<file path="config.mk">
export PLATFORM = sky130hd
export DESIGN_NAME = wb_arbiter
export DESIGN_NICKNAME = d
export VERILOG_FILES = /design/src/rtl/wb_arbiter_pkg.sv /design/src/rtl/wb_fifo.sv /design/src/rtl/wb_arbiter.sv
export SDC_FILE = /design/constraint.sdc
export NUM_CORES = 1
export LEC_CHECK = 0
export ABC_CLOCK_PERIOD_IN_PS = 3500
export BUFFER_PORTS_ARGS = -buffer_cell sky130_fd_sc_hd__buf_2
export CELL_PAD_IN_SITES_DETAIL_PLACEMENT = 2
export CELL_PAD_IN_SITES_GLOBAL_PLACEMENT = 2
export CORE_AREA = 2 2 118 120
export DETAILED_ROUTE_END_ITERATION = 12
export DIE_AREA = 0 0 120 122
export GPL_TIMING_DRIVEN = 0
export HOLD_SLACK_MARGIN = 0.06
export PLACE_DENSITY = 0.8
export SLEW_MARGIN = 20
export SYNTH_ARGS = -nofsm -noshare
export SYNTH_HDL_FRONTEND = slang
export SYNTH_SLANG_ARGS = --single-unit
</file>
<file path="constraint.sdc">
create_clock -name i_clk -period 3.5 [get_ports i_clk]
set_input_delay 0.175 -clock i_clk [delete_from_list [all_inputs] [get_ports i_clk]]
set_output_delay 0.175 -clock i_clk [all_outputs]
set_load 0.02 [all_outputs]
</file>
<file path="src/rtl/wb_arbiter_pkg.sv">
// Shared types and defaults for the writeback arbiter.
//   wb_src_e  : which source drives the register write port in a given cycle
//   wb_req_t  : one register write (destination + data) at default widths
//   defaults  : architectural register count, data width, LSU holding depth
package wb_arbiter_pkg;

  localparam int NUM_REGS             = 32;
  localparam int XLEN_DEFAULT         = 32;
  localparam int WB_LSU_DEPTH_DEFAULT = 2;

  typedef enum logic [1:0] {
    WB_SRC_NONE,
    WB_SRC_ALU,
    WB_SRC_LSU_Q,
    WB_SRC_LSU_BYP
  } wb_src_e;

  typedef struct packed {
    logic [$clog2(NUM_REGS)-1:0] waddr;
    logic [XLEN_DEFAULT-1:0]     wdata;
  } wb_req_t;

endpackage

</file>
<file path="src/rtl/wb_fifo.sv">
// Synchronous holding FIFO for accepted load writebacks.
// Ports:
//   clk, rst_n        clock, asynchronous active-low reset
//   push, push_data   enqueue at tail (caller never pushes when full)
//   pop, head         dequeue head (caller never pops when empty)
//   full, empty       occupancy flags
//   count             number of valid entries
//   entry_vld         per-slot valid bit, used for pending-mask generation
//   entries           raw slot contents, paired with entry_vld
// DEPTH need not be a power of two; pointers wrap explicitly.
module wb_fifo
  import wb_arbiter_pkg::*;
#(
  parameter type req_t = wb_req_t,
  parameter int  DEPTH = WB_LSU_DEPTH_DEFAULT,
  localparam int CNT_W = $clog2(DEPTH + 1),
  localparam int PTR_W = (DEPTH > 1) ? $clog2(DEPTH) : 1
) (
  input  logic             clk,
  input  logic             rst_n,
  input  logic             push,
  input  req_t             push_data,
  input  logic             pop,
  output req_t             head,
  output logic             full,
  output logic             empty,
  output logic [CNT_W-1:0] count,
  output logic [DEPTH-1:0] entry_vld,
  output req_t             entries [DEPTH]
);

  req_t             mem [DEPTH];
  logic [PTR_W-1:0] wr_ptr;
  logic [PTR_W-1:0] rd_ptr;
  logic [DEPTH-1:0] vld_nxt;

  function automatic logic [PTR_W-1:0] ptr_inc(input logic [PTR_W-1:0] p);
    return (p == PTR_W'(DEPTH - 1)) ? '0 : p + 1'b1;
  endfunction

  // Clear before set: a same-cycle pop and push only share a slot when
  // the FIFO is full, which the caller prevents.
  always_comb begin
    vld_nxt = entry_vld;
    if (pop)  vld_nxt[rd_ptr] = 1'b0;
    if (push) vld_nxt[wr_ptr] = 1'b1;
  end

  always_ff @(posedge clk or negedge rst_n) begin
    if (!rst_n) begin
      wr_ptr    <= '0;
      rd_ptr    <= '0;
      count     <= '0;
      entry_vld <= '0;
    end else begin
      if (push) wr_ptr <= ptr_inc(wr_ptr);
      if (pop)  rd_ptr <= ptr_inc(rd_ptr);
      case ({push, pop})
        2'b10:   count <= count + 1'b1;
        2'b01:   count <= count - 1'b1;
        default: count <= count;
      endcase
      entry_vld <= vld_nxt;
    end
  end

  // Payload storage needs no reset; entry_vld qualifies every slot.
  always_ff @(posedge clk) begin
    if (push) mem[wr_ptr] <= push_data;
  end

  assign head    = mem[rd_ptr];
  assign entries = mem;
  assign full    = (count == CNT_W'(DEPTH));
  assign empty   = (count == '0);

endmodule

</file>
<file path="src/rtl/wb_arbiter.sv">
// Writeback arbiter feeding the single register-file write port.
// Merges the non-stallable ALU result with the LSU load-response channel
// (valid/ready). ALU has strict priority; accepted loads wait in a small
// FIFO and retire in acceptance order. A load that arrives while nothing
// else wants the port bypasses the FIFO.
// Ports:
//   i_clk, i_rst_n                         clock, async active-low reset
//   i_alu_we/i_alu_waddr/i_alu_wdata       ALU result
//   i_lsu_valid/o_lsu_ready                load response handshake
//   i_lsu_waddr/i_lsu_wdata                load response payload
//   o_we/o_waddr/o_wdata                   register write port
//   o_pending_mask                         loads accepted but not yet written
// Build option: define WB_REG_OUT_EN to register the write port outputs
// (1-cycle latency); otherwise the outputs are combinational.
module wb_arbiter
  import wb_arbiter_pkg::*;
#(
  parameter int  N_REGS    = NUM_REGS,
  parameter int  XLEN      = XLEN_DEFAULT,
  parameter int  LSU_DEPTH = WB_LSU_DEPTH_DEFAULT,
  localparam int AW        = $clog2(N_REGS),
  localparam int CNT_W     = $clog2(LSU_DEPTH + 1)
) (
  input  logic              i_clk,
  input  logic              i_rst_n,
  input  logic              i_alu_we,
  input  logic [AW-1:0]     i_alu_waddr,
  input  logic [XLEN-1:0]   i_alu_wdata,
  input  logic              i_lsu_valid,
  output logic              o_lsu_ready,
  input  logic [AW-1:0]     i_lsu_waddr,
  input  logic [XLEN-1:0]   i_lsu_wdata,
  output logic              o_we,
  output logic [AW-1:0]     o_waddr,
  output logic [XLEN-1:0]   o_wdata,
  output logic [N_REGS-1:0] o_pending_mask
);

  typedef struct packed {
    logic [AW-1:0]   waddr;
    logic [XLEN-1:0] wdata;
  } req_t;

  logic             active_q;
  logic             alu_hit;
  logic             lsu_live;
  wb_src_e          sel_src;
  req_t             sel_req;
  logic             fifo_push;
  logic             fifo_pop;
  req_t             fifo_head;
  logic             fifo_full;
  logic             fifo_empty;
  logic [CNT_W-1:0] fifo_count;
  logic [LSU_DEPTH-1:0] fifo_vld;
  req_t             fifo_entries [LSU_DEPTH];

  // Goes high on the first clock edge after reset release; holds ready low
  // and suppresses writes while in reset.
  always_ff @(posedge i_clk or negedge i_rst_n) begin
    if (!i_rst_n) active_q <= 1'b0;
    else          active_q <= 1'b1;
  end

  assign o_lsu_ready = active_q && (int'(fifo_count) < LSU_DEPTH);

  always_comb begin
    alu_hit  = i_alu_we && (i_alu_waddr != '0);
    // x0 loads complete the handshake but are otherwise dropped.
    lsu_live = i_lsu_valid && o_lsu_ready && (i_lsu_waddr != '0);
    sel_src  = WB_SRC_NONE;
    if (active_q) begin
      if (alu_hit)          sel_src = WB_SRC_ALU;
      else if (!fifo_empty) sel_src = WB_SRC_LSU_Q;
      else if (lsu_live)    sel_src = WB_SRC_LSU_BYP;
    end
    case (sel_src)
      WB_SRC_ALU:     sel_req = '{waddr: i_alu_waddr, wdata: i_alu_wdata};
      WB_SRC_LSU_Q:   sel_req = fifo_head;
      WB_SRC_LSU_BYP: sel_req = '{waddr: i_lsu_waddr, wdata: i_lsu_wdata};
      default:        sel_req = '0;
    endcase
    fifo_pop  = (sel_src == WB_SRC_LSU_Q);
    fifo_push = lsu_live && (sel_src != WB_SRC_LSU_BYP) && !fifo_full;
  end

  wb_fifo #(
    .req_t (req_t),
    .DEPTH (LSU_DEPTH)
  ) u_fifo (
    .clk       (i_clk),
    .rst_n     (i_rst_n),
    .push      (fifo_push),
    .push_data ('{waddr: i_lsu_waddr, wdata: i_lsu_wdata}),
    .pop       (fifo_pop),
    .head      (fifo_head),
    .full      (fifo_full),
    .empty     (fifo_empty),
    .count     (fifo_count),
    .entry_vld (fifo_vld),
    .entries   (fifo_entries)
  );

`ifdef WB_REG_OUT_EN
  logic out_lsu_q;

  always_ff @(posedge i_clk or negedge i_rst_n) begin
    if (!i_rst_n) begin
      o_we      <= 1'b0;
      o_waddr   <= '0;
      o_wdata   <= '0;
      out_lsu_q <= 1'b0;
    end else begin
      o_we      <= (sel_src != WB_SRC_NONE);
      o_waddr   <= sel_req.waddr;
      o_wdata   <= sel_req.wdata;
      out_lsu_q <= (sel_src == WB_SRC_LSU_Q) || (sel_src == WB_SRC_LSU_BYP);
    end
  end
`else
  assign o_we    = (sel_src != WB_SRC_NONE);
  assign o_waddr = sel_req.waddr;
  assign o_wdata = sel_req.wdata;
`endif

  always_comb begin
    o_pending_mask = '0;
    for (int i = 0; i < LSU_DEPTH; i++) begin
      if (fifo_vld[i]) o_pending_mask[fifo_entries[i].waddr] = 1'b1;
    end
`ifdef WB_REG_OUT_EN
    // A load sitting in the output register has not reached the file yet.
    if (o_we && out_lsu_q) o_pending_mask[o_waddr] = 1'b1;
`endif
  end

endmodule
</file>
==> results of run 1 <==
## power by group through the flow
| stage | combinational (mW) | clock, mW | sequential, mW |
|---|---|---|---|
| 2_1_floorplan | 0.789 | 0 | 1.25 |
| 3_3_place_gp | 1.13 | 0 | 1.27 |
| 3_5_place_dp | 1.20 | 0 | 1.27 |
| 4_1_cts | 1.24 | 0.867 | 1.26 |
| 5_1_grt | 1.34 | 0.903 | 1.27 |
| 6_report | 1.22 | 0.847 | 1.26 |
## per-stage QoR
stage / power, mW / cell area [um2] / setup TNS (ps) / std cells / hold slack [ps]
2_1_floorplan: 2.04 / 4080 / 0 / 337 / -121
3_3_place_gp: 2.40 / 5050 / -43420 / 665 / 17.0
3_5_place_dp: 2.47 / 5110 / 0 / 667 / 23.0
4_1_cts: 3.37 / 5720 / 0 / 717 / 61.8
5_1_grt: 3.51 / 5720 / 0 / 717 / 72.3
6_report: 3.33 / 5720 / 0 / 717 / 78.5
## worst paths after layout
check	start	to	slack [ps]	depth (start not counted)
worst max-delay path	i_lsu_waddr[0]	o_wdata[12]	540	8
worst min register to register	u_fifo.count[1]	u_fifo.count[1]	510	1
worst min-delay path	i_lsu_waddr[2]	u_fifo.entries[34]	80	1
min in group asynchronous	i_rst_n	u_fifo.count[1]	230	2
max in group asynchronous	i_rst_n	u_fifo.entry_vld[1]	3100	2
worst max register to register	active_q	u_fifo.count[1]	890	9
## layer usage
| metal | wire length [um] | GRT usage [%] |
|---|---|---|
| met4 | 180 | 5.00 |
| met2 | 7410 | 36.1 |
| met5 | 0 | 0 |
| met3 | 641 | 3.65 |
| met1 | 5980 | 23.3 |
## timing repair
| action | 4_1_cts | 5_1_grt |
|---|---|---|
| buffers inserted | 0 | 0 |
| hold buffers | 34 | 0 |
| endpoints found under the hold margin | 71 | 0 |
## final cells by class
class | instances | area, um2
Timing Repair Buffer | 184 | 1130
Clock inverter | 6 | 35.0
Multi-Input combinational cell | 224 | 1550
Inverter | 4 | 15.0
Buffer | 28 | 134
Tap cell | 180 | 225
Fill cell | 1412 | 7790
Sequential cell | 81 | 2400
Clock buffer | 10 | 229
## cell usage after synthesis (all sizes together), types with 2 or more instances
cell    number  share of area [%]
nand3b      10                1.8
clkbuf      18                1.7
o31ai        2               0.37
a22oi       25                4.6
a32oi       11                2.4
nand2       16                1.5
nand3        5               0.61
nor2        20                1.8
a21o        12                2.2
o21ai       28                3.4
buf         10                1.6
mux2i       36                8.8
o22ai       33                5.1
dfrtp        7                4.3
or3b         6                1.3
inv          4               0.37
edfxtp      74                 54
xnor2        4               0.86
or3          3               0.46
## kinds of logic after synthesis
group,synth area share (%)
buffers and inverters,3.65
DFF,58.7
muxes,8.83
adders and majority gates,0.306
other,0.0919
AOI/OAI and AO/OA,19.0
and+or+nand+nor,8.37
xor gates and xnor gates,1.07
## worst register-to-register path, cell delays in order, from the launching register on
cell and delay, ps:
sky130_fd_sc_hd__dfrtp_1 380, sky130_fd_sc_hd__or3b_2 460, sky130_fd_sc_hd__o22ai_1 470, sky130_fd_sc_hd__nand2_1 160, sky130_fd_sc_hd__buf_2 220, sky130_fd_sc_hd__buf_2 230
sky130_fd_sc_hd__inv_1 80, sky130_fd_sc_hd__ha_1 250, sky130_fd_sc_hd__nor2_1 140, sky130_fd_sc_hd__xor2_1 160
## registers in the layout, summed over array words and instances (netlist names)
name / flops
u_fifo.wr_ptr: 1
u_fifo.entries: 74
active_q: 1
u_fifo.rd_ptr: 1
u_fifo.entry_vld: 2
u_fifo.count: 2
==> results.py, run 1 <==
metrics = {
    "timing": {
        "max_slew.worst_pin.slew_ps": 895,
        "fin_crit_ps": 2960,
        "layout_setup_ws_ps": 542,
        "max_clock_freq_mhz": 338,
        "fin_skew_ps": 8.95,
        "final.period_utilization_pct": 84.5,
        "timing_max_transition_violations_final": 0,
        "grt_setup_unrepaired": "no",
        "slew_margin_rel_pct": 40.3,
        "final-hold-violation-count": 0,
        "setup_viol": 0,
    },
    "power": {
        "power.switching_fraction_pct": 36.1,
        "power.combinational.fraction_pct": 36.8,
        "clock_power_share_pct": 25.4,
        "ir_worst_vdd_uv": 246,
        "p_switching_mw": 1.20,
        "power_per_cell_area_nw_per_um2": 582,
        "p_int_mw": 2.13,
        "cellLeakagePower_nw": 2.34,
        "power.sequential.fraction_pct": 37.8,
    },
    "clock_network": {
        "numClockSinks": 81,
        "htree_num_levels": 3,
        "clock-root-buffer": "sky130_fd_sc_hd__clkbuf_16",
        "cts_buffers": 9,
        "ctsResizeCount": 0,
        "clk_transition_reported_paths_ps": 60,
        "tritoncts": "yes",
        "clk_lat_worst_skew_ps": 340,
        "clock_tree.buffer_depth": 2,
    },
    "finish": {
        "antenna_cells": 0,
        "postLayoutCoreUtil_pct": 42.3,
        "mostFrequentLayoutCell": "sky130_fd_sc_hd__buf_2",
        "final_cell_mix": "153 x sky130_fd_sc_hd__buf_2, 74 x sky130_fd_sc_hd__edfxtp_1, 36 x sky130_fd_sc_hd__mux2i_1",
        "layout_cell_share_with_drive_strength_beyond_1_pct": 33.5,
        "finalNetCount": 611,
        "area_growth_syn_to_layout_pct": 40.0,
    },
    "route": {
        "iteration_count_of_the_initial_detailed_routing_pass": 4,
        "routed_wirelength_um": 14200,
        "vias": 3729,
        "routedWlPerCell_um": 19.8,
        "drt-vias-per-instance": 5.20,
        "drc": 0,
        "number_of_routed_nets_with_antenna_violations": 0,
        "detailedRoute.firstIterationViolations": 154,
    },
    "synth": {
        "synth_edf_count": 74,
        "synth.yosys.seq_area_share_pct": 58.7,
        "post_synth_inst_count": 337,
        "asyncSetResetFlopFracSynth_pct": 8.64,
        "syn_nets": 416,
        "synth.lib_cells_used.distinct": 35,
        "synth-main-ff-cell": "sky130_fd_sc_hd__edfxtp_1",
        "avgSynthCellArea_um2": 12.1,
        "ff_latch_count_synth": 81,
        "yosysWarningCount": 0,
        "syn-cell-area_um2": 4080,
    },
    "global_routing": {
        "grt_pass1_vias": 4036,
        "grt_start_max_net_pins": 24,
        "grt-ovfl-total": 0,
        "antenna_found_initial": 0,
        "grt_pass1_wl_um": 22100,
        "grtUsageTotal_pct": 19.5,
    },
    "place": {
        "placement.setup.worst_slack_ps": 870,
        "gp_congestion": 0.783,
        "dp_hpwl_um": 10300,
        "portBuffers": 148,
    },
    "floorplanning": {
        "dieHeight_um": 122,
        "dieWidth_um": 120,
        "start_util_pct": 30.2,
        "std_cell_rows": 43,
        "coreArea_um2": 13500,
        "ioPinCount": 149,
        "dieArea_um2": 14600,
    },
    "critical_path": {
        "critPathRequiredTime_ps": 3320,
        "end_kind": "output port",
        "critPathTopFamily": "buffers and inverters",
        "criticalPathCategory": "in2out",
        "critical_path.max_fanout": 10,
        "crit_top_cell": "sky130_fd_sc_hd__buf_2",
        "timing.critical_path.buf_inv": 4,
        "crit_chain": "dlygate4sd3_1 -> buf_2 -> or4_1 -> o21a_1 -> o31ai_1 -> buf_2 -> nor2_1 -> buf_2",
        "timing.critical_path.arrival_ps": 2780,
        "worst_path_largest_cell_delay_ps": 560,
        "cpMaxStageDelayCell": "sky130_fd_sc_hd__dlygate4sd3_1",
        "start_kind": "input port",
    },
    "run_status": {
        "status": "completed",
    },
    "run": {
        "max_cap_viol_count": 0,
    },
    "min_path": {
        "worst_hold_path_type": "in2reg",
    },
}
No activity file was read; power rests on OpenSTA's default activity.
==> inputs of run 2 (changes only) <==
--- a/config.mk
+++ b/config.mk
@@ -5,16 +5,16 @@
 export SDC_FILE = /design/constraint.sdc
 export NUM_CORES = 1
 export LEC_CHECK = 0
-export ABC_CLOCK_PERIOD_IN_PS = 3500
+export ABC_CLOCK_PERIOD_IN_PS = 2600
 export BUFFER_PORTS_ARGS = -buffer_cell sky130_fd_sc_hd__buf_2
 export CELL_PAD_IN_SITES_DETAIL_PLACEMENT = 2
 export CELL_PAD_IN_SITES_GLOBAL_PLACEMENT = 2
-export CORE_AREA = 2 2 118 120
+export CORE_AREA = 2 2 124 126
 export DETAILED_ROUTE_END_ITERATION = 12
-export DIE_AREA = 0 0 120 122
+export DIE_AREA = 0 0 126 128
 export GPL_TIMING_DRIVEN = 0
 export HOLD_SLACK_MARGIN = 0.06
-export PLACE_DENSITY = 0.8
+export PLACE_DENSITY = 0.76
 export SLEW_MARGIN = 20
 export SYNTH_ARGS = -nofsm -noshare
 export SYNTH_HDL_FRONTEND = slang
==> constraint.sdc (replaced) <==
create_clock -name i_clk -period 2.6 [get_ports i_clk]
set_input_delay 0.13 -clock i_clk [delete_from_list [all_inputs] [get_ports i_clk]]
set_output_delay 0.13 -clock i_clk [all_outputs]
set_load 0.02 [all_outputs]
==> run 2 against run 1 <==
  * Sequential power grew 34%
  * Clock-buffer cell count grew 4
  * Register-to-register slack lost 600 ps
  * Critical path depth is the same
  * Sequential share of layout area shrank 1.3 points
  * Clock skew is essentially flat
  * Core utilization shrank 2.6 points
  * Largest power group unchanged
  * Highest routed layer unchanged
==> results.py, run 2 (synthesis gave the netlist of run 1 again) <==
metrics = {
    "run_status": {
        "status": "completed",
    },
    "critical_path": {
        "timing.critical_path.arrival_ps": 2280,
        "critical_path.max_fanout": 10,
        "end_kind": "output port",
        "r2r_slack_ps": 290,
        "reg2reg_depth": 9,
        "r2r-start": "active_q",
        "start_kind": "flop",
        "critPathRequiredTime_ps": 2470,
        "worst_r2r_endpoint": "u_fifo.count[1]",
        "criticalPathCategory": "reg2out",
    },
    "timing": {
        "max_slew.worst_pin.slew_ps": 926,
        "max_clock_freq_mhz": 414,
        "final.period_utilization_pct": 92.8,
        "slew_margin_rel_pct": 38.3,
        "finalHoldWorstSlack_ps": 199,
        "fin_skew_ps": 9.33,
        "final-hold-violation-count": 0,
        "fin_crit_ps": 2410,
        "layout_setup_ws_ps": 186,
        "setup_viol": 0,
        "timing_max_transition_violations_final": 0,
        "fin_tns_setup_ps": 0,
    },
    "global_routing": {
        "grt_start_max_net_pins": 22,
        "grt_pass1_wl_um": 22400,
        "antenna_found_initial": 1,
        "grt-ovfl-total": 0,
        "grtUsageTotal_pct": 17.9,
        "grt_pass1_vias": 4115,
    },
    "clock_network": {
        "clk_transition_reported_paths_ps": 60,
        "clk_lat_worst_skew_ps": 340,
        "htree_num_levels": 3,
        "cts_buffers": 9,
        "clock_tree.buffer_depth": 2,
        "tritoncts": "yes",
        "clock-root-buffer": "sky130_fd_sc_hd__clkbuf_16",
        "numClockSinks": 81,
    },
    "route": {
        "routed_wirelength_um": 14500,
        "number_of_routed_nets_with_antenna_violations": 0,
        "routedWlPerCell_um": 19.8,
        "drt-vias-per-instance": 5.10,
        "detailedRoute.firstIterationViolations": 85,
        "iteration_count_of_the_initial_detailed_routing_pass": 4,
        "drc": 0,
        "vias": 3726,
    },
    "floorplanning": {
        "dieWidth_um": 126,
        "start_util_pct": 27.5,
        "dieHeight_um": 128,
        "std_cell_rows": 45,
        "dieArea_um2": 16100,
        "ioPinCount": 149,
        "coreArea_um2": 14900,
    },
    "place": {
        "dp_hpwl_um": 10500,
        "place_area_um2": 5130,
        "gp_congestion": 0.793,
        "portBuffers": 148,
        "placement.setup.worst_slack_ps": -2.64,
    },
    "finish": {
        "multiInputGateArea_um2": 1570,
        "final_cell_mix": "146 x sky130_fd_sc_hd__buf_2, 74 x sky130_fd_sc_hd__edfxtp_1, 38 x sky130_fd_sc_hd__dlygate4sd3_1",
        "fillerInstances": 1586,
        "flip_flop_count_of_the_largest_register_all_copies_and_words_added": 74,
        "layout_cell_share_with_drive_strength_beyond_1_pct": 34.4,
        "finalNetCount": 617,
        "antenna_cells": 0,
        "postLayoutCellArea_um2": 5900,
        "area_growth_syn_to_layout_pct": 44.5,
        "postLayoutCoreUtil_pct": 39.7,
        "register_area_um2": 2400,
        "mostFrequentLayoutCell": "sky130_fd_sc_hd__buf_2",
    },
    "power": {
        "power_per_cell_area_nw_per_um2": 805,
        "ir_worst_vdd_uv": 333,
        "cellLeakagePower_nw": 2.43,
    },
    "min_path": {
        "worst_hold_path_type": "in2async",
    },
    "run": {
        "max_cap_viol_count": 0,
    },
}
==> run 2: cell count changes in the layout (fill, tap and decap cells not counted), sizes merged <==
cell	delta
clkinvlp	-3
bufinv	+2
dlygate4sd3	+4
clkinv	-3
clkbuf	+4
buf	+2
==> run 2: worst max-delay path, cell delays in order (launching register included) <==
cell and delay (ps):
sky130_fd_sc_hd__dfrtp_1 380, sky130_fd_sc_hd__or3b_4 410, sky130_fd_sc_hd__o22ai_4 230, sky130_fd_sc_hd__and3b_1 230
sky130_fd_sc_hd__buf_6 150, sky130_fd_sc_hd__buf_8 150, sky130_fd_sc_hd__a22oi_1 100, sky130_fd_sc_hd__o21ai_1 110
sky130_fd_sc_hd__buf_2 180
==> run 2: worst max path at each step <==
stage	startpoint	endpoint	slack, ps	cells after the start
after global routing	u_fifo.rd_ptr	o_wdata[22]	-8	7
after CTS	u_fifo.count[0]	o_wdata[11]	8	6
final	active_q	o_wdata[20]	190	8
after floorplan	active_q	u_fifo.entries[0]	110	4
after detailed placement	active_q	u_fifo.count[1]	-3	9
after global placement	i_lsu_waddr[3]	u_fifo.entries[30]	-390	5
==> run 2: routing by layer <==
layer | part of all wire [%] | GRT usage [%] | routed length (um)
met4 | 1.0 | 5.24 | 151
met5 | 0 | 0 | 0
met1 | 42 | 21.0 | 6110
met3 | 4.9 | 3.88 | 707
met2 | 52 | 32.7 | 7490
==> run 2: area by class of cell <==
class                           count  share of cell area (%)
Tap cell                          188                    3.99
Inverter                            4                   0.255
Multi-Input combinational cell    224                    26.7
Sequential cell                    81                    40.6
Clock buffer                       14                    4.48
Clock inverter                      2                    1.02
Timing Repair Buffer              192                    20.6
Buffer                             26                    2.33
==> run 2: report_power, final <==
group | switching [mW] | internal, mW | total [mW]
sequential | 0.0876 | 1.60 | 1.69
clock | 0.494 | 0.895 | 1.39
combinational | 1.03 | 0.648 | 1.67
==> run 2: per-stage QoR <==
| step | cells | total power, mW |
|---|---|---|
| 6_report | 731 | 4.75 |
| 5_1_grt | 731 | 5.00 |
| 4_1_cts | 729 | 4.77 |
| 3_5_place_dp | 676 | 3.34 |
| 3_3_place_gp | 673 | 3.23 |
| 2_1_floorplan | 337 | 2.75 |
==> run 2: what timing repair did <==
action,in CTS,in global routing
hold buffers,38,0
hold endpoints to repair,81,0
resized for setup,1,16
buffers inserted,0,3
cloned,0,0
endpoints found under the setup margin,32,33
pin swaps,0,1
==> inputs of run 3 (changes only) <==
--- a/config.mk
+++ b/config.mk
@@ -10,6 +10,7 @@
 export CELL_PAD_IN_SITES_DETAIL_PLACEMENT = 2
 export CELL_PAD_IN_SITES_GLOBAL_PLACEMENT = 2
 export CORE_AREA = 2 2 124 126
+export CTS_BUF_LIST = sky130_fd_sc_hd__clkbuf_16
 export DETAILED_ROUTE_END_ITERATION = 12
 export DIE_AREA = 0 0 126 128
 export GPL_TIMING_DRIVEN = 0
==> run 3 against run 2 <==
  * Critical path type unchanged
  * Critical endpoint is now o_wdata[26]
  * Hold slack got worse by 3.6 ps
  * Largest power group unchanged
  * Final cell count is 0.14% higher
  * Non-clock buffer count up 1
  * Combinational power hardly changed
  * Sequential power is essentially flat
==> results.py, run 3 (synthesis gave the netlist of run 1 again) <==
metrics = {
    "run_status": {
        "status": "completed",
    },
    "clock_network": {
        "htree_num_levels": 3,
        "cts_buffers": 9,
        "clock-root-buffer": "sky130_fd_sc_hd__clkbuf_16",
        "clk_transition_reported_paths_ps": 60,
        "tritoncts": "yes",
        "clk_lat_worst_skew_ps": 340,
        "clock_tree.buffer_depth": 2,
        "numClockSinks": 81,
    },
    "route": {
        "routed_wirelength_um": 14500,
        "drc": 0,
        "detailedRoute.firstIterationViolations": 112,
        "routedWlPerCell_um": 19.9,
        "vias": 3749,
        "drt-vias-per-instance": 5.12,
        "iteration_count_of_the_initial_detailed_routing_pass": 4,
        "number_of_routed_nets_with_antenna_violations": 0,
    },
    "timing": {
        "slew_margin_rel_pct": 38.8,
        "final-hold-violation-count": 0,
        "timing_max_transition_violations_final": 0,
        "setup_viol": 0,
        "fin_skew_ps": 9.35,
        "fin_crit_ps": 2480,
        "max_clock_freq_mhz": 403,
        "max_slew.worst_pin.slew_ps": 917,
        "final.period_utilization_pct": 95.3,
    },
    "power": {
        "power_per_cell_area_nw_per_um2": 794,
        "totalPowerFinal_mw": 4.68,
        "ir_worst_vdd_uv": 327,
        "cellLeakagePower_nw": 2.44,
    },
    "floorplanning": {
        "coreArea_um2": 14900,
        "std_cell_rows": 45,
        "ioPinCount": 149,
        "dieArea_um2": 16100,
        "start_util_pct": 27.5,
        "dieWidth_um": 126,
        "dieHeight_um": 128,
    },
    "finish": {
        "mostFrequentLayoutCell": "sky130_fd_sc_hd__buf_2",
        "final_cell_mix": "146 x sky130_fd_sc_hd__buf_2, 74 x sky130_fd_sc_hd__edfxtp_1, 38 x sky130_fd_sc_hd__dlygate4sd3_1",
        "antenna_cells": 0,
        "layout_cell_share_with_drive_strength_beyond_1_pct": 34.4,
        "postLayoutCellArea_um2": 5900,
        "area_growth_syn_to_layout_pct": 44.5,
        "flip_flop_count_of_the_largest_register_all_copies_and_words_added": 74,
        "finalNetCount": 618,
    },
    "critical_path": {
        "worst_path_largest_cell_delay_ps": 640,
        "timing.critical_path.buf_inv": 3,
        "critPathTopFamily": "buffers and inverters",
        "crit_chain": "clkbuf_1 -> buf_1 -> nand4_1 -> a21oi_1 -> a221o_1 -> buf_2",
        "start_kind": "flop",
        "cpMaxStageDelayCell": "sky130_fd_sc_hd__buf_1",
        "r2r_slack_ps": 280,
        "timing.critical_path.arrival_ps": 2350,
        "critPathRequiredTime_ps": 2470,
        "critical_path.max_fanout": 10,
        "end_kind": "output port",
        "criticalPathCategory": "reg2out",
    },
    "run": {
        "max_cap_viol_count": 0,
    },
    "global_routing": {
        "grt_start_max_net_pins": 22,
        "grtUsageTotal_pct": 17.9,
        "grt_pass1_wl_um": 22400,
        "grt_pass1_vias": 4143,
        "grt-ovfl-total": 0,
        "antenna_found_initial": 1,
    },
    "place": {
        "gp_congestion": 0.793,
        "place_area_um2": 5130,
        "dp_hpwl_um": 10500,
        "portBuffers": 148,
    },
    "min_path": {
        "worst_hold_path_type": "in2async",
    },
}
run 3: through the flow:
| stage | TNS (ps) | cells | hold WS (ps) | setup slack, ps | util [%] |
|---|---|---|---|---|---|
| 2_1_floorplan | 0 | 337 | -166 | 109 | - |
| 3_3_place_gp | -26840 | 673 | -27.7 | -390 | 34.1 |
| 3_5_place_dp | -2.64 | 676 | -19.6 | -2.64 | 34.5 |
| 4_1_cts | 0 | 729 | 185 | 14.0 | 39.1 |
| 5_1_grt | -38.9 | 732 | 204 | -38.9 | 39.7 |
| 6_report | 0 | 732 | 195 | 121 | 39.7 |
run 3: report_power, final:
part	internal, mW	leakage (nW)	switching, mW
Combinational	0.654	1.53	1.03
Clock	0.824	0.158	0.494
Sequential	1.60	0.755	0.0870
run 3: final timing paths:
kind                                 startpoint                   to  cells past startpoint
min in group i_clk                     i_alu_we  u_fifo.entry_vld[1]                      5
worst min-delay path                    i_rst_n             active_q                      2
max in group asynchronous               i_rst_n      u_fifo.count[1]                      2
worst max-delay path              u_fifo.rd_ptr          o_wdata[26]                      6
worst min register to register  u_fifo.count[1]      u_fifo.count[1]                      1
worst max register to register         active_q      u_fifo.count[1]                      9
run 3: cell type report:
class / count / area, um2
fillers: 1592 / 8960
flip-flops and latches: 81 / 2400
multi-input cells: 224 / 1570
repair buffers: 193 / 1240
well taps: 188 / 235
clock buffers: 9 / 225
plain buffers: 26 / 139
clock inverters: 7 / 78.8
inverters: 4 / 15.0
run 3: repair_timing:
action | CTS | global route
buffers inserted | 0 | 4
pin swaps | 0 | 1
endpoints found under the setup margin | 33 | 33
hold endpoints to repair | 81 | 0
gates resized for setup | 1 | 18
hold buffers | 38 | 0
run 3: per-layer routing:
| metal | vias up | global-route usage, % | part of all wire [%] |
|---|---|---|---|
| li1 | 1745 | - | - |
| met1 | 1877 | 20.7 | 41 |
| met2 | 112 | 33.0 | 53 |
| met3 | 15 | 3.88 | 5.1 |
| met4 | 0 | 5.24 | 1.2 |
| met5 | - | 0 | 0 |
